--- src/rtl/dc_store_pkg.sv ---
// Shared constants and helpers for the multi-channel duty-cycle store.
// Optional peak tracking is enabled with the DC_STORE_PEAK_EN macro.
package dc_store_pkg;

   localparam logic MODE_CLEAR = 1'b0;
   localparam logic MODE_DECAY = 1'b1;

   // Prescaler counter width; never narrower than one bit so PRESCALE=1 still builds.
   function automatic int presc_width(input int prescale);
      int w;
      w = $clog2(prescale);
      return (w < 1) ? 1 : w;
   endfunction

endpackage

--- src/rtl/dc_store_chan.sv ---
// One duty-cycle channel: saturating run-length counter with sat/sat_event flags.
// DC_STORE_PEAK_EN adds a running-maximum peak register per channel.
module dc_store_chan
   import dc_store_pkg::*;
#(
   parameter int WIDTH = 3
) (
   input  logic             clk,
   input  logic             rst,
   input  logic             upd,
   input  logic             mode,
   input  logic             current,
   input  logic             clr,
`ifdef DC_STORE_PEAK_EN
   input  logic             peak_clr,
   output logic [WIDTH-1:0] peak,
`endif
   output logic [WIDTH-1:0] count,
   output logic             sat,
   output logic             sat_event
);

   localparam logic [WIDTH-1:0] MAX = '1;

   logic [WIDTH-1:0] count_d, count_q;
   logic             sat_event_d, sat_event_q;

   // Clear beats everything; otherwise only an update slot may move the count.
   always_comb begin
      count_d = count_q;
      if (clr) begin
         count_d = '0;
      end else if (upd) begin
         if (current) begin
            if (count_q != MAX) count_d = count_q + WIDTH'(1);
         end else if (mode == MODE_CLEAR) begin
            count_d = '0;
         end else if (count_q != '0) begin
            count_d = count_q - WIDTH'(1);
         end
      end
      sat_event_d = (count_d == MAX) && (count_q != MAX);
   end

   always_ff @(posedge clk or posedge rst) begin
      if (rst) begin
         count_q     <= '0;
         sat_event_q <= 1'b0;
      end else begin
         count_q     <= count_d;
         sat_event_q <= sat_event_d;
      end
   end

   assign count     = count_q;
   assign sat       = (count_q == MAX);
   assign sat_event = sat_event_q;

`ifdef DC_STORE_PEAK_EN
   logic [WIDTH-1:0] peak_d, peak_q;

   always_comb begin
      peak_d = peak_q;
      if (peak_clr || (count_d > peak_q)) peak_d = count_d;
   end

   always_ff @(posedge clk or posedge rst) begin
      if (rst) peak_q <= '0;
      else     peak_q <= peak_d;
   end

   assign peak = peak_q;
`endif

endmodule

--- src/rtl/dc_store_multi.sv ---
// Multi-channel duty-cycle store: shared prescaler and trigger gate feeding CH channels.
// Define DC_STORE_PEAK_EN to add peak_clr / dc_peak ports.
module dc_store_multi
   import dc_store_pkg::*;
#(
   parameter int CH       = 4,
   parameter int WIDTH    = 3,
   parameter int TRIG_W   = 3,
   parameter int PRESCALE = 1
) (
   input  logic                clk,
   input  logic                rst,
   input  logic [CH-1:0]       current,
   input  logic [TRIG_W-1:0]   trigger,
   input  logic                mode,
   input  logic [CH-1:0]       clr,
`ifdef DC_STORE_PEAK_EN
   input  logic                peak_clr,
   output logic [CH*WIDTH-1:0] dc_peak,
`endif
   output logic [CH*WIDTH-1:0] dc_control,
   output logic [CH-1:0]       sat,
   output logic [CH-1:0]       sat_event
);

   localparam int            PW         = presc_width(PRESCALE);
   localparam logic [PW-1:0] PRESC_LAST = PW'(PRESCALE - 1);

   logic [PW-1:0] presc_d, presc_q;
   logic          tick;
   logic          upd;

   // Prescaler free-runs regardless of trigger; the gate only masks the tick.
   always_comb begin
      tick    = (presc_q == PRESC_LAST);
      presc_d = tick ? '0 : presc_q + PW'(1);
      upd     = tick && (trigger == '0);
   end

   always_ff @(posedge clk or posedge rst) begin
      if (rst) presc_q <= '0;
      else     presc_q <= presc_d;
   end

   for (genvar i = 0; i < CH; i++) begin : g_chan
      dc_store_chan #(
         .WIDTH(WIDTH)
      ) u_chan (
         .clk      (clk),
         .rst      (rst),
         .upd      (upd),
         .mode     (mode),
         .current  (current[i]),
         .clr      (clr[i]),
`ifdef DC_STORE_PEAK_EN
         .peak_clr (peak_clr),
         .peak     (dc_peak[i*WIDTH +: WIDTH]),
`endif
         .count    (dc_control[i*WIDTH +: WIDTH]),
         .sat      (sat[i]),
         .sat_event(sat_event[i])
      );
   end

endmodule

--- config.mk ---
export PLATFORM = sky130hd
export DESIGN_NAME = dc_store_multi
export DESIGN_NICKNAME = d
export VERILOG_FILES = /design/src/rtl/dc_store_pkg.sv /design/src/rtl/dc_store_chan.sv /design/src/rtl/dc_store_multi.sv
export SDC_FILE = /design/constraint.sdc
export NUM_CORES = 1
export LEC_CHECK = 0
export CAP_MARGIN = 20
export CORE_MARGIN = 2
export CORE_UTILIZATION = 40
export DETAILED_ROUTE_END_ITERATION = 10
export PLACE_DENSITY = 0.68
export SYNTH_ARGS = -nofsm -noshare
export SYNTH_HDL_FRONTEND = slang
export SYNTH_SLANG_ARGS = --single-unit
export TNS_END_PERCENT = 30
--- constraint.sdc ---
create_clock -name clk -period 2.7 [get_ports clk]
set_input_delay 0.27 -clock clk [delete_from_list [all_inputs] [get_ports clk]]
set_output_delay 0.27 -clock clk [all_outputs]
set_load 0.02 [all_outputs]
==> results.yml <==
synth:
  synth_top_cell_area_share_pct: 31.07
  synth_instances: 146
  synthesis.area_per_instance_sq_um: 8.827
  yosys-top-cells-area: "sky130_fd_sc_hd__dfrtp_1 (31%), sky130_fd_sc_hd__ha_1 (12%), sky130_fd_sc_hd__a211oi_1 (5.2%)"
  netlist_area_sq_um: 1289
  synth.yosys.seq_area_share_pct: 31.07
  synthesis.nets: 172
  synth.yosys.warnings: 0
  synth.ff_latch_count: 16
  synth_area_leader: "sky130_fd_sc_hd__dfrtp_1"
  synthDistinctLibCells: 35
final_layout:
  nNetsFinal: 201
  antenna_cells: 0
  post_route_cells_drive_above_1_share_pct: 8.046
  fillerInstances: 292
  multi_input_comb_area_sq_um: 754.5
  sequential_cell_area_sq_um: 400.4
  flow.area_growth_from_synthesis_pct: 28.16
  final_cell_count_no_fill: 218
power_and_ir_drop:
  pwr_density_cell_nw_per_um2: 333.1
  power.switching_mw: 0.1596
  switching_share_pct: 29.00
  power_report.internal_total_mw: 0.3906
  combPwrFrac_pct: 23.7
  flop_pwr_share_pct: 46.6
  p_leak_nw: 0.6934
  ir_worst_vdd_mv: 0.2128
  pwr-share-clk_pct: 29.7
setup_path:
  worstPathRequired_ns: 2.43
  criticalPathCategory: "reg2out"
  data_arrival_time_of_the_critical_path_ns: 1.81
  critPathLaunchType: "flip-flop"
  path_max_fanout: 8
  timing.critical_path.to_type: "output port"
  worst_r2r_path_depth: 7
detailed_routing:
  drt_iter0_drc: 64
  dr.pass1.iters: 4
  routed_wirelength_um: 3025
  drcViolationCount: 0
  route.detailed.vias_per_inst: 5.404
  drtAntennaViolNets: 0
  via_count: 1178
  routedWlPerCell_um: 13.88
floorplan:
  die-height_um: 60.76
  floorplan_core_area_sq_um: 3053
  design.die.area_sq_um: 3692
  number_of_top_level_pins: 34
  initial_utilization_pct: 42.21
  die_w_um: 60.76
  num_rows: 20
placement:
  port_buffers: 33
  place.detailed.instances: 214
  globalplace.congestion: 0.8389
  detailed_place_hpwl_um: 2335
clocking:
  clk_latency_ns: 0.29
  cts.repair.resized: 0
  post_cts_repair_setup_buffers: 0
  clock_sinks: 16
  post_cts_hold_buffer_count: 0
  inserted_clock_buffers: 3
  clock_tree_from_tritoncts: "built"
  clk_pin_slew_ns: 0.10
  root_buffer: "sky130_fd_sc_hd__clkbuf_4"
  htree_levels: 1
  clock_path_buffers: 2
timing:
  setup_repair_after_global_routing_missed_its_margin: "no"
  setup-violations-final: 0
  max_clock_freq_mhz: 480.4
  fin_crit_ns: 2.082
  finalMaxSlewViolations: 0
  clock-skew-final_ns: 0.001647
  max_slew_margin_pct: 56.10
  hold_slack_ns: 0.3593
  setup_total_negative_slack_ns: 0
  period_share_pct: 77.10
  finalHoldViolCount: 0
  slew_worst_pin_ns: 0.6578
global_route:
  global_route_wire_length_before_repair_um: 5078
  grt_pass1_vias: 1123
  grt_start_max_net_pins: 17
  grt_antenna_before_repair: 0
  grt_overflow_total: 0
  grtUsageTotal_pct: 18.46
flow_run:
  timing.max_cap.violations: 0
outcome:
  status: "complete, no violations"
worst_hold_path:
  hold_class: "in2async"
-- worst paths after layout --
check	startpoint	endpoint	slack (ns)
worst min register to register	g_chan[0].u_chan.count[2]	g_chan[0].u_chan.count[2]	0.68
min in group clk	clr[2]	g_chan[2].u_chan.count[0]	0.57
max in group asynchronous	rst	g_chan[1].u_chan.count[1]	1.92
worst max-delay path	g_chan[0].u_chan.count[0]	sat[0]	0.62
worst min-delay path	rst	g_chan[3].u_chan.count[1]	0.36
worst max register to register	g_chan[2].u_chan.count[0]	g_chan[2].u_chan.sat_event	0.67
-- cells in the mapped netlist --
library cell and n:
sky130_fd_sc_hd__nor3b_1 3, sky130_fd_sc_hd__clkbuf_1 1, sky130_fd_sc_hd__a2111oi_0 2, sky130_fd_sc_hd__o21a_1 1, sky130_fd_sc_hd__and3_1 2, sky130_fd_sc_hd__ha_1 12, sky130_fd_sc_hd__nor3_1 4, sky130_fd_sc_hd__o21ai_0 7
sky130_fd_sc_hd__nand3_1 6, sky130_fd_sc_hd__a211o_1 2, sky130_fd_sc_hd__nand2b_1 6, sky130_fd_sc_hd__inv_1 16, sky130_fd_sc_hd__nand2_1 9, sky130_fd_sc_hd__a221oi_1 4, sky130_fd_sc_hd__o221a_2 1, sky130_fd_sc_hd__buf_4 8
sky130_fd_sc_hd__a21oi_1 6, sky130_fd_sc_hd__nor2_1 5, sky130_fd_sc_hd__dfrtp_1 16, sky130_fd_sc_hd__nor3b_2 1, sky130_fd_sc_hd__o22ai_1 2, sky130_fd_sc_hd__or4b_1 1, sky130_fd_sc_hd__a31oi_1 1, sky130_fd_sc_hd__and2_1 2
sky130_fd_sc_hd__buf_2 2, sky130_fd_sc_hd__o311ai_2 1, sky130_fd_sc_hd__nor2b_1 4, sky130_fd_sc_hd__mux2i_1 1, sky130_fd_sc_hd__and4b_1 1, sky130_fd_sc_hd__and4bb_2 1, sky130_fd_sc_hd__mux2_2 4, sky130_fd_sc_hd__a211oi_1 9
sky130_fd_sc_hd__o31ai_1 1, sky130_fd_sc_hd__and4_1 1, sky130_fd_sc_hd__or3_1 3
-- cells by family (layout without fill, tap and decap cells) --
logic type	count (synthesis)	count (layout)	synth area share, %
multiplexers	5	5	4.272
buffers and inverters	27	55	10.39
adder cells (fa/ha/maj)	12	12	11.65
AND/OR/NAND/NOR	49	49	22.14
AO/OA/AOI/OAI	37	37	20.49
flip-flops	16	16	31.07
-- state kept, by name (all words and copies together), names as in the netlist --
name and cells:
g_chan.u_chan.count 12, g_chan.u_chan.sat_event 4
-- layout make-up --
| type | instances | area share [%] |
|---|---|---|
| Sequential cell | 16 | 24.24 |
| Tap cell | 44 | 3.333 |
| Timing Repair Buffer | 35 | 20.91 |
| Multi-Input combinational cell | 103 | 45.68 |
| Inverter | 16 | 3.636 |
| Clock buffer | 4 | 2.197 |
-- metal layers --
metal  share of wire (%)  track usage, %  up-vias  wire length [um]
met2                  50           29.95       29              1502
met3                 2.4           1.919        6                72
met5                   0               0        -                 0
met4                 2.1           9.627        0                63
li1                    -               -      576                 -
met1                  46           24.25      567              1386
-- cells in the final DEF, fill, tap and decap left out, drive strengths merged, types with 6 or more instances in the layout --
cell type	n
dfrtp	16
ha	12
nand2	9
a211oi	9
clkdlybuf4s50	33
o21ai	7
nand2b	6
a21oi	6
inv	16
nand3	6
-- power groups by stage --
stage / Sequential (mW) / Combinational (mW) / Clock, mW
final: 0.256 / 0.130 / 0.164
after global routing: 0.258 / 0.145 / 0.177
after CTS: 0.256 / 0.131 / 0.166
after detailed placement: 0.261 / 0.130 / 0
after global placement: 0.260 / 0.127 / 0
after floorplan: 0.266 / 0.0670 / 0
-- per-stage QoR --
stage          power (mW)  utilization [%]  setup slack [ns]  instance area (sq um)
4_1_cts            0.5524            54.10            0.6014                   1652
3_3_place_gp       0.3873            52.91            0.5306                   1615
2_1_floorplan      0.3331                -            0.7586                   1289
6_report           0.5502            54.10            0.6184                   1652
3_5_place_dp       0.3906            52.91            0.4849                   1615
5_1_grt            0.5796            54.10            0.4946                   1652
-- critical path, stage by stage, from the launching register on --
cell and delay [ns]:
sky130_fd_sc_hd__dfrtp_1 0.49, sky130_fd_sc_hd__ha_1 0.23, sky130_fd_sc_hd__nand2_1 0.13, sky130_fd_sc_hd__inv_1 0.08, sky130_fd_sc_hd__clkdlybuf4s50_1 0.59
(Power assumes the default switching activity.)
